`config.mk`:
```
export PLATFORM = sky130hd
export DESIGN_NAME = dispatch_decoder
export DESIGN_NICKNAME = d
export VERILOG_FILES = /design/src/rtl/dispatch_decoder.sv
export SDC_FILE = /design/constraint.sdc
export NUM_CORES = 1
export LEC_CHECK = 0
export CORE_ASPECT_RATIO = 1.25
export CORE_UTILIZATION = 47
export DETAILED_ROUTE_END_ITERATION = 8
export MAX_ROUTING_LAYER = met4
export PLACE_DENSITY = 0.81
export SYNTH_ARGS = -nofsm -noshare
export SYNTH_HDL_FRONTEND = slang
export SYNTH_SLANG_ARGS = --single-unit
```
`constraint.sdc`:
```
create_clock -name clk -period 5.5 [get_ports clk]
set_clock_uncertainty 0.1 [all_clocks]
set_input_delay 0.55 -clock clk [delete_from_list [all_inputs] [get_ports clk]]
set_output_delay 0.55 -clock clk [all_outputs]
set_load 0.005 [all_outputs]
```
`src/rtl/dispatch_decoder.sv`:
```
// Decode/dispatch stage: buffers fetched instructions, resolves operands from RF/ROB/CDB,
// issues one registered packet per cycle and tracks JALR targets that are still pending.
module dispatch_decoder #(
    parameter int ROB_W    = 4,
    parameter int IQ_DEPTH = 4,
    parameter int CDB_NUM  = 2
) (
    input  logic                     clk,
    input  logic                     rst,
    input  logic                     rdy,
    input  logic                     rollback,
    input  logic                     inst_valid,
    input  logic [31:0]              inst,
    input  logic [31:0]              inst_pc,
    input  logic                     pred_jump,
    output logic                     inst_ready,
    output logic [4:0]               rs1_index,
    output logic [4:0]               rs2_index,
    input  logic                     rs1_dirty,
    input  logic                     rs2_dirty,
    input  logic [ROB_W-1:0]         rs1_tag,
    input  logic [ROB_W-1:0]         rs2_tag,
    input  logic [31:0]              rs1_value,
    input  logic [31:0]              rs2_value,
    input  logic                     rs1_rob_rdy,
    input  logic                     rs2_rob_rdy,
    input  logic [31:0]              rs1_rob_value,
    input  logic [31:0]              rs2_rob_value,
    input  logic [ROB_W-1:0]         next_rob_tag,
    input  logic                     rob_full,
    input  logic                     rs_full,
    input  logic                     lsb_full,
    input  logic [CDB_NUM-1:0]       cdb_valid,
    input  logic [CDB_NUM*ROB_W-1:0] cdb_tag,
    input  logic [CDB_NUM*32-1:0]    cdb_value,
    output logic                     issue_valid,
    output logic [31:0]              issue_pc,
    output logic [31:0]              issue_imm,
    output logic [6:0]               issue_opcode,
    output logic [2:0]               issue_funct3,
    output logic                     issue_f7b,
    output logic [4:0]               issue_rd,
    output logic [ROB_W-1:0]         issue_tag,
    output logic                     issue_q1_busy,
    output logic                     issue_q2_busy,
    output logic [ROB_W-1:0]         issue_q1,
    output logic [ROB_W-1:0]         issue_q2,
    output logic [31:0]              issue_v1,
    output logic [31:0]              issue_v2,
    output logic                     issue_to_rs,
    output logic                     issue_to_lsb,
    output logic                     issue_is_store,
    output logic                     issue_wr_rf,
    output logic                     issue_pred_jump,
    output logic [1:0]               issue_rob_type,
    output logic                     issue_rob_ready,
    output logic [31:0]              issue_rob_value,
    output logic                     jalr_stall,
    output logic                     jalr_redirect_valid,
    output logic [31:0]              jalr_redirect_pc
);
    localparam int PTR_W = (IQ_DEPTH > 1) ? $clog2(IQ_DEPTH) : 1;
    localparam logic [PTR_W:0] CNT_FULL = (PTR_W+1)'(IQ_DEPTH);
    localparam logic [6:0] OP_LUI = 7'b0110111, OP_AUIPC = 7'b0010111, OP_JAL = 7'b1101111,
                           OP_JALR = 7'b1100111, OP_BR = 7'b1100011, OP_LD = 7'b0000011,
                           OP_ST = 7'b0100011, OP_IMM = 7'b0010011, OP_OP = 7'b0110011;

    typedef enum logic {IDLE, WAIT_JALR} state_t;

    typedef struct packed {
        logic             valid;
        logic [31:0]      pc;
        logic [31:0]      imm;
        logic [6:0]       opcode;
        logic [2:0]       funct3;
        logic             f7b;
        logic [4:0]       rd;
        logic [ROB_W-1:0] tag;
        logic             q1_busy;
        logic [ROB_W-1:0] q1;
        logic [31:0]      v1;
        logic             q2_busy;
        logic [ROB_W-1:0] q2;
        logic [31:0]      v2;
        logic             to_rs;
        logic             to_lsb;
        logic             is_store;
        logic             wr_rf;
        logic             pred_jump;
        logic [1:0]       rob_type;
        logic             rob_ready;
        logic [31:0]      rob_value;
    } issue_t;

    function automatic logic [32:0] cdb_lookup(input logic [ROB_W-1:0] tag,
                                               input logic [CDB_NUM-1:0] cv,
                                               input logic [CDB_NUM*ROB_W-1:0] ct,
                                               input logic [CDB_NUM*32-1:0] cval);
        logic [32:0] r;
        r = '0;
        // Descending scan so the lowest-index channel is the last writer and wins.
        for (int i = CDB_NUM - 1; i >= 0; i--)
            if (cv[i] && ct[i*ROB_W +: ROB_W] == tag) r = {1'b1, cval[i*32 +: 32]};
        return r;
    endfunction

    function automatic logic [ROB_W+32:0] resolve(input logic use_reg, input logic [4:0] idx,
                                                  input logic dirty, input logic [ROB_W-1:0] tag,
                                                  input logic [31:0] rf_v, input logic rob_rdy,
                                                  input logic [31:0] rob_v, input logic [32:0] hit);
        if (!use_reg || idx == 5'd0) return '0;
        else if (!dirty)             return {1'b0, {ROB_W{1'b0}}, rf_v};
        else if (rob_rdy)            return {1'b0, {ROB_W{1'b0}}, rob_v};
        else if (hit[32])            return {1'b0, {ROB_W{1'b0}}, hit[31:0]};
        else                         return {1'b1, tag, 32'd0};
    endfunction

    logic [31:0]        iq_inst [IQ_DEPTH];
    logic [31:0]        iq_pc   [IQ_DEPTH];
    logic               iq_pred [IQ_DEPTH];
    logic [PTR_W-1:0]   head, tail;
    logic [PTR_W:0]     count;
    state_t             state;
    logic [ROB_W-1:0]   wait_tag;
    logic [31:0]        wait_imm;
    issue_t             dec_p0, issue_p1;
    logic [31:0]        h_inst;
    logic signed [31:0] imm_i, imm_s, imm_b, imm_u, imm_j;
    logic               known, is_jalr, use1, use2, target_ok, head_ok, fire, deq, enq;
    logic [ROB_W+32:0]  op1_r, op2_r;
    logic [32:0]        wait_hit;

    assign h_inst     = iq_inst[head];
    assign rs1_index  = h_inst[19:15];
    assign rs2_index  = h_inst[24:20];
    assign inst_ready = (count != CNT_FULL);
    assign imm_i = {{20{h_inst[31]}}, h_inst[31:20]};
    assign imm_s = {{20{h_inst[31]}}, h_inst[31:25], h_inst[11:7]};
    assign imm_b = {{19{h_inst[31]}}, h_inst[31], h_inst[7], h_inst[30:25], h_inst[11:8], 1'b0};
    assign imm_u = {h_inst[31:12], 12'd0};
    assign imm_j = {{11{h_inst[31]}}, h_inst[31], h_inst[19:12], h_inst[20], h_inst[30:21], 1'b0};

    // Stage p0: decode and operand resolution of the queue head.
    always_comb begin
        dec_p0           = '0;
        known            = 1'b1;
        is_jalr          = 1'b0;
        use1             = 1'b0;
        use2             = 1'b0;
        dec_p0.valid     = 1'b1;
        dec_p0.pc        = iq_pc[head];
        dec_p0.opcode    = h_inst[6:0];
        dec_p0.funct3    = h_inst[14:12];
        dec_p0.f7b       = h_inst[30];
        dec_p0.rd        = h_inst[11:7];
        dec_p0.tag       = next_rob_tag;
        dec_p0.pred_jump = iq_pred[head];
        dec_p0.wr_rf     = 1'b1;
        case (h_inst[6:0])
            OP_LUI:   begin dec_p0.imm = imm_u; dec_p0.rob_ready = 1'b1; dec_p0.rob_value = imm_u; end
            OP_AUIPC: begin dec_p0.imm = imm_u; dec_p0.to_rs = 1'b1; end
            OP_JAL:   begin dec_p0.imm = imm_j; dec_p0.to_rs = 1'b1; end
            OP_JALR:  begin
                is_jalr = 1'b1; use1 = 1'b1; dec_p0.imm = imm_i;
                dec_p0.rob_ready = 1'b1; dec_p0.rob_value = dec_p0.pc + 32'd4;
            end
            OP_BR:    begin
                use1 = 1'b1; use2 = 1'b1; dec_p0.imm = imm_b; dec_p0.to_rs = 1'b1;
                dec_p0.rd = 5'd0; dec_p0.wr_rf = 1'b0; dec_p0.rob_type = 2'b10;
            end
            OP_LD:    begin use1 = 1'b1; dec_p0.imm = imm_i; dec_p0.to_lsb = 1'b1; end
            OP_ST:    begin
                use1 = 1'b1; use2 = 1'b1; dec_p0.imm = imm_s; dec_p0.to_lsb = 1'b1;
                dec_p0.is_store = 1'b1; dec_p0.rd = 5'd0; dec_p0.wr_rf = 1'b0;
                dec_p0.rob_type = 2'b01; dec_p0.rob_ready = 1'b1;
            end
            OP_IMM:   begin use1 = 1'b1; dec_p0.imm = imm_i; dec_p0.to_rs = 1'b1; end
            OP_OP:    begin use1 = 1'b1; use2 = 1'b1; dec_p0.to_rs = 1'b1; end
            default:  known = 1'b0;
        endcase
        op1_r = resolve(use1, rs1_index, rs1_dirty, rs1_tag, rs1_value, rs1_rob_rdy, rs1_rob_value,
                        cdb_lookup(rs1_tag, cdb_valid, cdb_tag, cdb_value));
        op2_r = resolve(use2, rs2_index, rs2_dirty, rs2_tag, rs2_value, rs2_rob_rdy, rs2_rob_value,
                        cdb_lookup(rs2_tag, cdb_valid, cdb_tag, cdb_value));
        {dec_p0.q1_busy, dec_p0.q1, dec_p0.v1} = op1_r;
        {dec_p0.q2_busy, dec_p0.q2, dec_p0.v2} = op2_r;
    end

    assign target_ok = dec_p0.to_lsb ? !lsb_full : (dec_p0.to_rs ? !rs_full : 1'b1);
    assign head_ok   = (count != '0) && (state == IDLE);
    assign fire      = head_ok && known && !rob_full && target_ok;
    assign deq       = fire || (head_ok && !known);
    assign enq       = rdy && !rollback && inst_valid && inst_ready;
    assign wait_hit  = cdb_lookup(wait_tag, cdb_valid, cdb_tag, cdb_value);

    always_ff @(posedge clk) begin
        if (enq) begin
            iq_inst[tail] <= inst;
            iq_pc[tail]   <= inst_pc;
            iq_pred[tail] <= pred_jump;
        end
    end

    // Stage p1: registered dispatch packet, queue pointers and JALR wait FSM.
    always_ff @(posedge clk) begin
        if (rst) begin
            head <= '0; tail <= '0; count <= '0; state <= IDLE;
            issue_p1 <= '0; jalr_stall <= 1'b0; jalr_redirect_valid <= 1'b0;
            jalr_redirect_pc <= '0; wait_tag <= '0; wait_imm <= '0;
        end else if (!rdy) begin
            issue_p1.valid      <= 1'b0;
            jalr_redirect_valid <= 1'b0;
        end else if (rollback) begin
            head <= '0; tail <= '0; count <= '0; state <= IDLE;
            issue_p1 <= '0; jalr_stall <= 1'b0; jalr_redirect_valid <= 1'b0;
        end else begin
            issue_p1.valid      <= 1'b0;
            jalr_redirect_valid <= 1'b0;
            if (enq) tail <= tail + PTR_W'(1);
            if (deq) head <= head + PTR_W'(1);
            case ({enq, deq})
                2'b10:   count <= count + (PTR_W+1)'(1);
                2'b01:   count <= count - (PTR_W+1)'(1);
                default: ;
            endcase
            if (fire) begin
                issue_p1 <= dec_p0;
                if (is_jalr && !dec_p0.q1_busy) begin
                    jalr_redirect_valid <= 1'b1;
                    jalr_redirect_pc    <= (dec_p0.v1 + dec_p0.imm) & 32'hFFFF_FFFE;
                end else if (is_jalr) begin
                    state      <= WAIT_JALR;
                    wait_tag   <= dec_p0.q1;
                    wait_imm   <= dec_p0.imm;
                    jalr_stall <= 1'b1;
                end
            end
            if (state == WAIT_JALR && wait_hit[32]) begin
                state               <= IDLE;
                jalr_stall          <= 1'b0;
                jalr_redirect_valid <= 1'b1;
                jalr_redirect_pc    <= (wait_hit[31:0] + wait_imm) & 32'hFFFF_FFFE;
            end
        end
    end

    assign issue_valid     = issue_p1.valid;
    assign issue_pc        = issue_p1.pc;
    assign issue_imm       = issue_p1.imm;
    assign issue_opcode    = issue_p1.opcode;
    assign issue_funct3    = issue_p1.funct3;
    assign issue_f7b       = issue_p1.f7b;
    assign issue_rd        = issue_p1.rd;
    assign issue_tag       = issue_p1.tag;
    assign issue_q1_busy   = issue_p1.q1_busy;
    assign issue_q1        = issue_p1.q1;
    assign issue_v1        = issue_p1.v1;
    assign issue_q2_busy   = issue_p1.q2_busy;
    assign issue_q2        = issue_p1.q2;
    assign issue_v2        = issue_p1.v2;
    assign issue_to_rs     = issue_p1.to_rs;
    assign issue_to_lsb    = issue_p1.to_lsb;
    assign issue_is_store  = issue_p1.is_store;
    assign issue_wr_rf     = issue_p1.wr_rf;
    assign issue_pred_jump = issue_p1.pred_jump;
    assign issue_rob_type  = issue_p1.rob_type;
    assign issue_rob_ready = issue_p1.rob_ready;
    assign issue_rob_value = issue_p1.rob_value;
endmodule

```
==> summary.txt <==
Global route
  – First-pass GRT wire length: 138 mm
  – Largest net degree at the start of global routing: just under 90
  – Number of global-route vias before repair: 21400
  – GR Overflow Total: 0
  – Initial antenna violation count: 20
  – Global-route usage over all layers: 0.349

Clocking
  – Clk sinks: 537
  – Worst skew pair latency: about 0.63 ns
  – Max clock buf depth: 3
  – CTS H-tree lvls: 2
  – CTS Root Buffer Type: clkbuf_16
  – TritonCTS Buffers: 53
  – CTS tree: done
  – Clock transition at path regs: 0.06 ns

Power
  – VDD IR max: between 0.2 and 0.3 mV
  – Gate power share: 0.077
  – P_int: about 6.8 mW
  – Leak: 12.6 nW
  – Final Total Pwr: 8.77 mW
  – Net switching power figure: 2.00 mW
  – Clk pwr share: 0.443
  – Sequential share of power: 0.480
  – PD cells: 259 nW/um^2
  – Net Sw Frac: 0.228

Drt
  – Vias/cell: approximately 6.0
  – DRC: 0
  – DRT antenna net count: 0
  – 1st-iter DRT viols: 2005
  – Wire length per cell: 26.5 um
  – Drt pass-1 iters: 8
  – Drt total wl: 96.2 mm
  – Via count: 21700

Logic synthesis
  – Seq/Total Area, Yosys: 0.524
  – Cell area after synthesis: 25500 um^2
  – Syn Nets: 2666
  – Ys async rst share: 0
  – Avg Cell Area, Syn: about 11 um^2
  – FF+latch count, synth: 537
  – Number of synthesized flops with an enable pin: 260
  – Cells after synthesis: ~2300
  – Largest area contributor in the netlist: edfxtp_1
  – Cell variety after synth: 75
  – Ys Warns: 0
  – Top cell type's share of synthesized area: 0.307
  – Primary FF master, synth: dfxtp_1
  – Synth area leaders: edfxtp_1, dfxtp_1, mux4_2

Critical path
  – WP data arrival: between 5 and 6 ns
  – Class of the most critical setup path: flip-flop to flip-flop
  – Required time of the critical path: 5.88 ns
  – CP Capture Type: flip-flop
  – Worst r2r path cells: 21
  – Peak fanout along the critical path: 10
  – Worst Setup Start Kind: flip-flop

Finish
  – Final Util: 0.631
  – Area grow syn2layout: 32.9%
  – Number of fill cells in the layout: ~4200
  – # nets final: 3201
  – Ratio of cells with drive above 1 in the final layout: 0.101

STA
  – Slew at the pin closest to its max-slew limit: 1.18 ns
  – Fin crit period: 5.24 ns
  – # setup viols final: 0
  – Final hold vios: 0
  – RSZ-0062 raised after global routing: no
  – Max Fclk: approximately 190 MHz
  – Final Cycle Share: 0.954
  – Headroom to the max-slew limit: 0.208
  – Setup TNS: 0 ns
  – Max-slew violations: 0

Status
  – Status: complete, no violations

Die
  – Die width: 210 um
  – Cell row count: between 90 and 100
  – Ports: 535
  – Initial core utilization: 0.475
  – Core Box Area: 53600 um^2
  – Die area: around 55000 um^2
  – Die H: 262 um

Place
  – Port Buffers: 533
  – Post-DP HPWL: about 70 mm
  – Placer Congestion: 0.996

Worst hold path
  – Worst hold path class: flip-flop to flip-flop
  – Hold Path Depth: 2

Run
  – Max_cap viols: 0
## kinds of logic (layout without fill, tap and decap cells)
kind of cell / after synthesis / after routing / synth area share
buffers and inverters: 176 / 755 / 0.0285
muxes: 132 / 132 / 0.0829
xor gates and xnor gates: 105 / 105 / 0.0361
DFF: 537 / 537 / 0.524
adders and majority gates: 68 / 68 / 0.0343
AOI/OAI and AO/OA: 706 / 706 / 0.191
other: 1 / 21 / 0.000147
and+or+nand+nor: 582 / 582 / 0.102
## repair_timing
| action | in CTS | in global routing |
|---|---|---|
| gates resized for setup | 0 | 12 |
| endpoints found under the setup margin | 0 | 10 |
| setup buffers | 0 | 3 |
| hold buffers | 0 | 0 |
## per-layer routing
layer  vias up  wire length, um  global-route usage
li1       9770                -                   -
met1     10600            35700               0.397
met2      1114            46700               0.566
met3       227             8450              0.0827
met4         0             5360               0.187
met5         -                0                   -
## placed cells by master, fill, tap and decap left out, drive strengths merged, types with 5 or more instances in the layout
master / count
clkdlybuf4s50: 528
nand2: 281
dfxtp: 277
edfxtp: 260
o21ai: 182
a22o: 149
nor2: 134
buf: 102
a21oi: 94
a22oi: 90
clkbuf: 69
mux2i: 67
ha: 65
mux4: 63
a21o: 57
xnor2: 56
xor2: 49
nor3: 34
nand3: 31
o21a: 29
inv: 28
diode: 20
and3: 19
clkinv: 17
a211oi: 16
nor2b: 15
a31oi: 13
o31ai: 12
nor4: 12
and2: 12
nand2b: 10
nand4: 10
o21bai: 10
o211ai: 8
bufinv: 7
or3: 5
## cells in the mapped netlist, drive strengths merged (49+ instances only)
| library cell | instances |
|---|---|
| a22oi | 90 |
| nor2 | 134 |
| a21oi | 94 |
| a21o | 57 |
| xnor2 | 56 |
| mux2i | 67 |
| o21ai | 182 |
| a22o | 149 |
| mux4 | 63 |
| dfxtp | 277 |
| clkbuf | 109 |
| nand2 | 281 |
| edfxtp | 260 |
| ha | 65 |
| xor2 | 49 |
## worst max-delay path, cell delays in order (launching register included)
cell	delay (ns)
dfxtp_4	0.47
buf_4	0.19
mux4_2	0.63
buf_4	0.23
nor4_1	0.25
buf_4	0.23
nor2_1	0.12
nor2b_1	0.29
ha_1	0.36
a21o_1	0.18
a21o_1	0.18
a221oi_1	0.25
buf_4	0.16
o211a_1	0.15
a211oi_1	0.07
buf_4	0.17
nor2_1	0.14
o2111ai_1	0.23
nand2_1	0.15
nor3_1	0.06
a2111oi_1	0.38
a31oi_1	0.13
## flip-flops by register name (all words and copies together) (netlist names), 31 cells and up, named ones only
signal            flops
iq_inst             128
iq_pc               128
issue_imm            32
issue_pc             32
issue_rob_value      32
issue_v1             32
issue_v2             32
jalr_redirect_pc     31
wait_imm             32
## power groups by stage
stage	combinational [mW]	clock, mW	sequential [mW]
detailed placement	0.656	0	4.30
finish	0.674	3.88	4.21
global placement	0.649	0	4.30
global route	0.707	4.06	4.21
floorplan	0.261	0	4.30
CTS	0.662	3.92	4.21
## final timing paths
check / start / endpoint / slack (ns)
hold / removal: issue_opcode[5] / issue_opcode[5] / 0.35
setup / recovery: flip-flop / jalr_redirect_pc[30] / 0.26
setup reg to reg: flip-flop / jalr_redirect_pc[30] / 0.26
hold reg to reg: issue_opcode[5] / issue_opcode[5] / 0.35
## area by class of cell
class                           instances  area [um^2]  area share
Sequential cell                       537        13400       0.395
Multi-Input combinational cell       1594        11500       0.339
Timing Repair Buffer                  630         6080       0.180
Clock buffer                           69         1480      0.0437
Tap cell                              727          910      0.0269
Clock inverter                         30          388      0.0115
Inverter                               26          103     0.00303
Antenna cell                           20         50.0     0.00148
## per-stage QoR
step / hold slack [ns] / cell area, um^2 / setup slack, ns / instances
floorplan: 0.336 / 25500 / 0.108 / 2307
global placement: 0.332 / 31900 / 0.117 / 3511
detailed placement: 0.341 / 31900 / 0.0404 / 3511
CTS: 0.352 / 33700 / 0.0494 / 3610
global route: 0.365 / 33800 / 0.0115 / 3632
finish: 0.348 / 33800 / 0.255 / 3633
No activity file was read; power rests on OpenSTA's default activity.
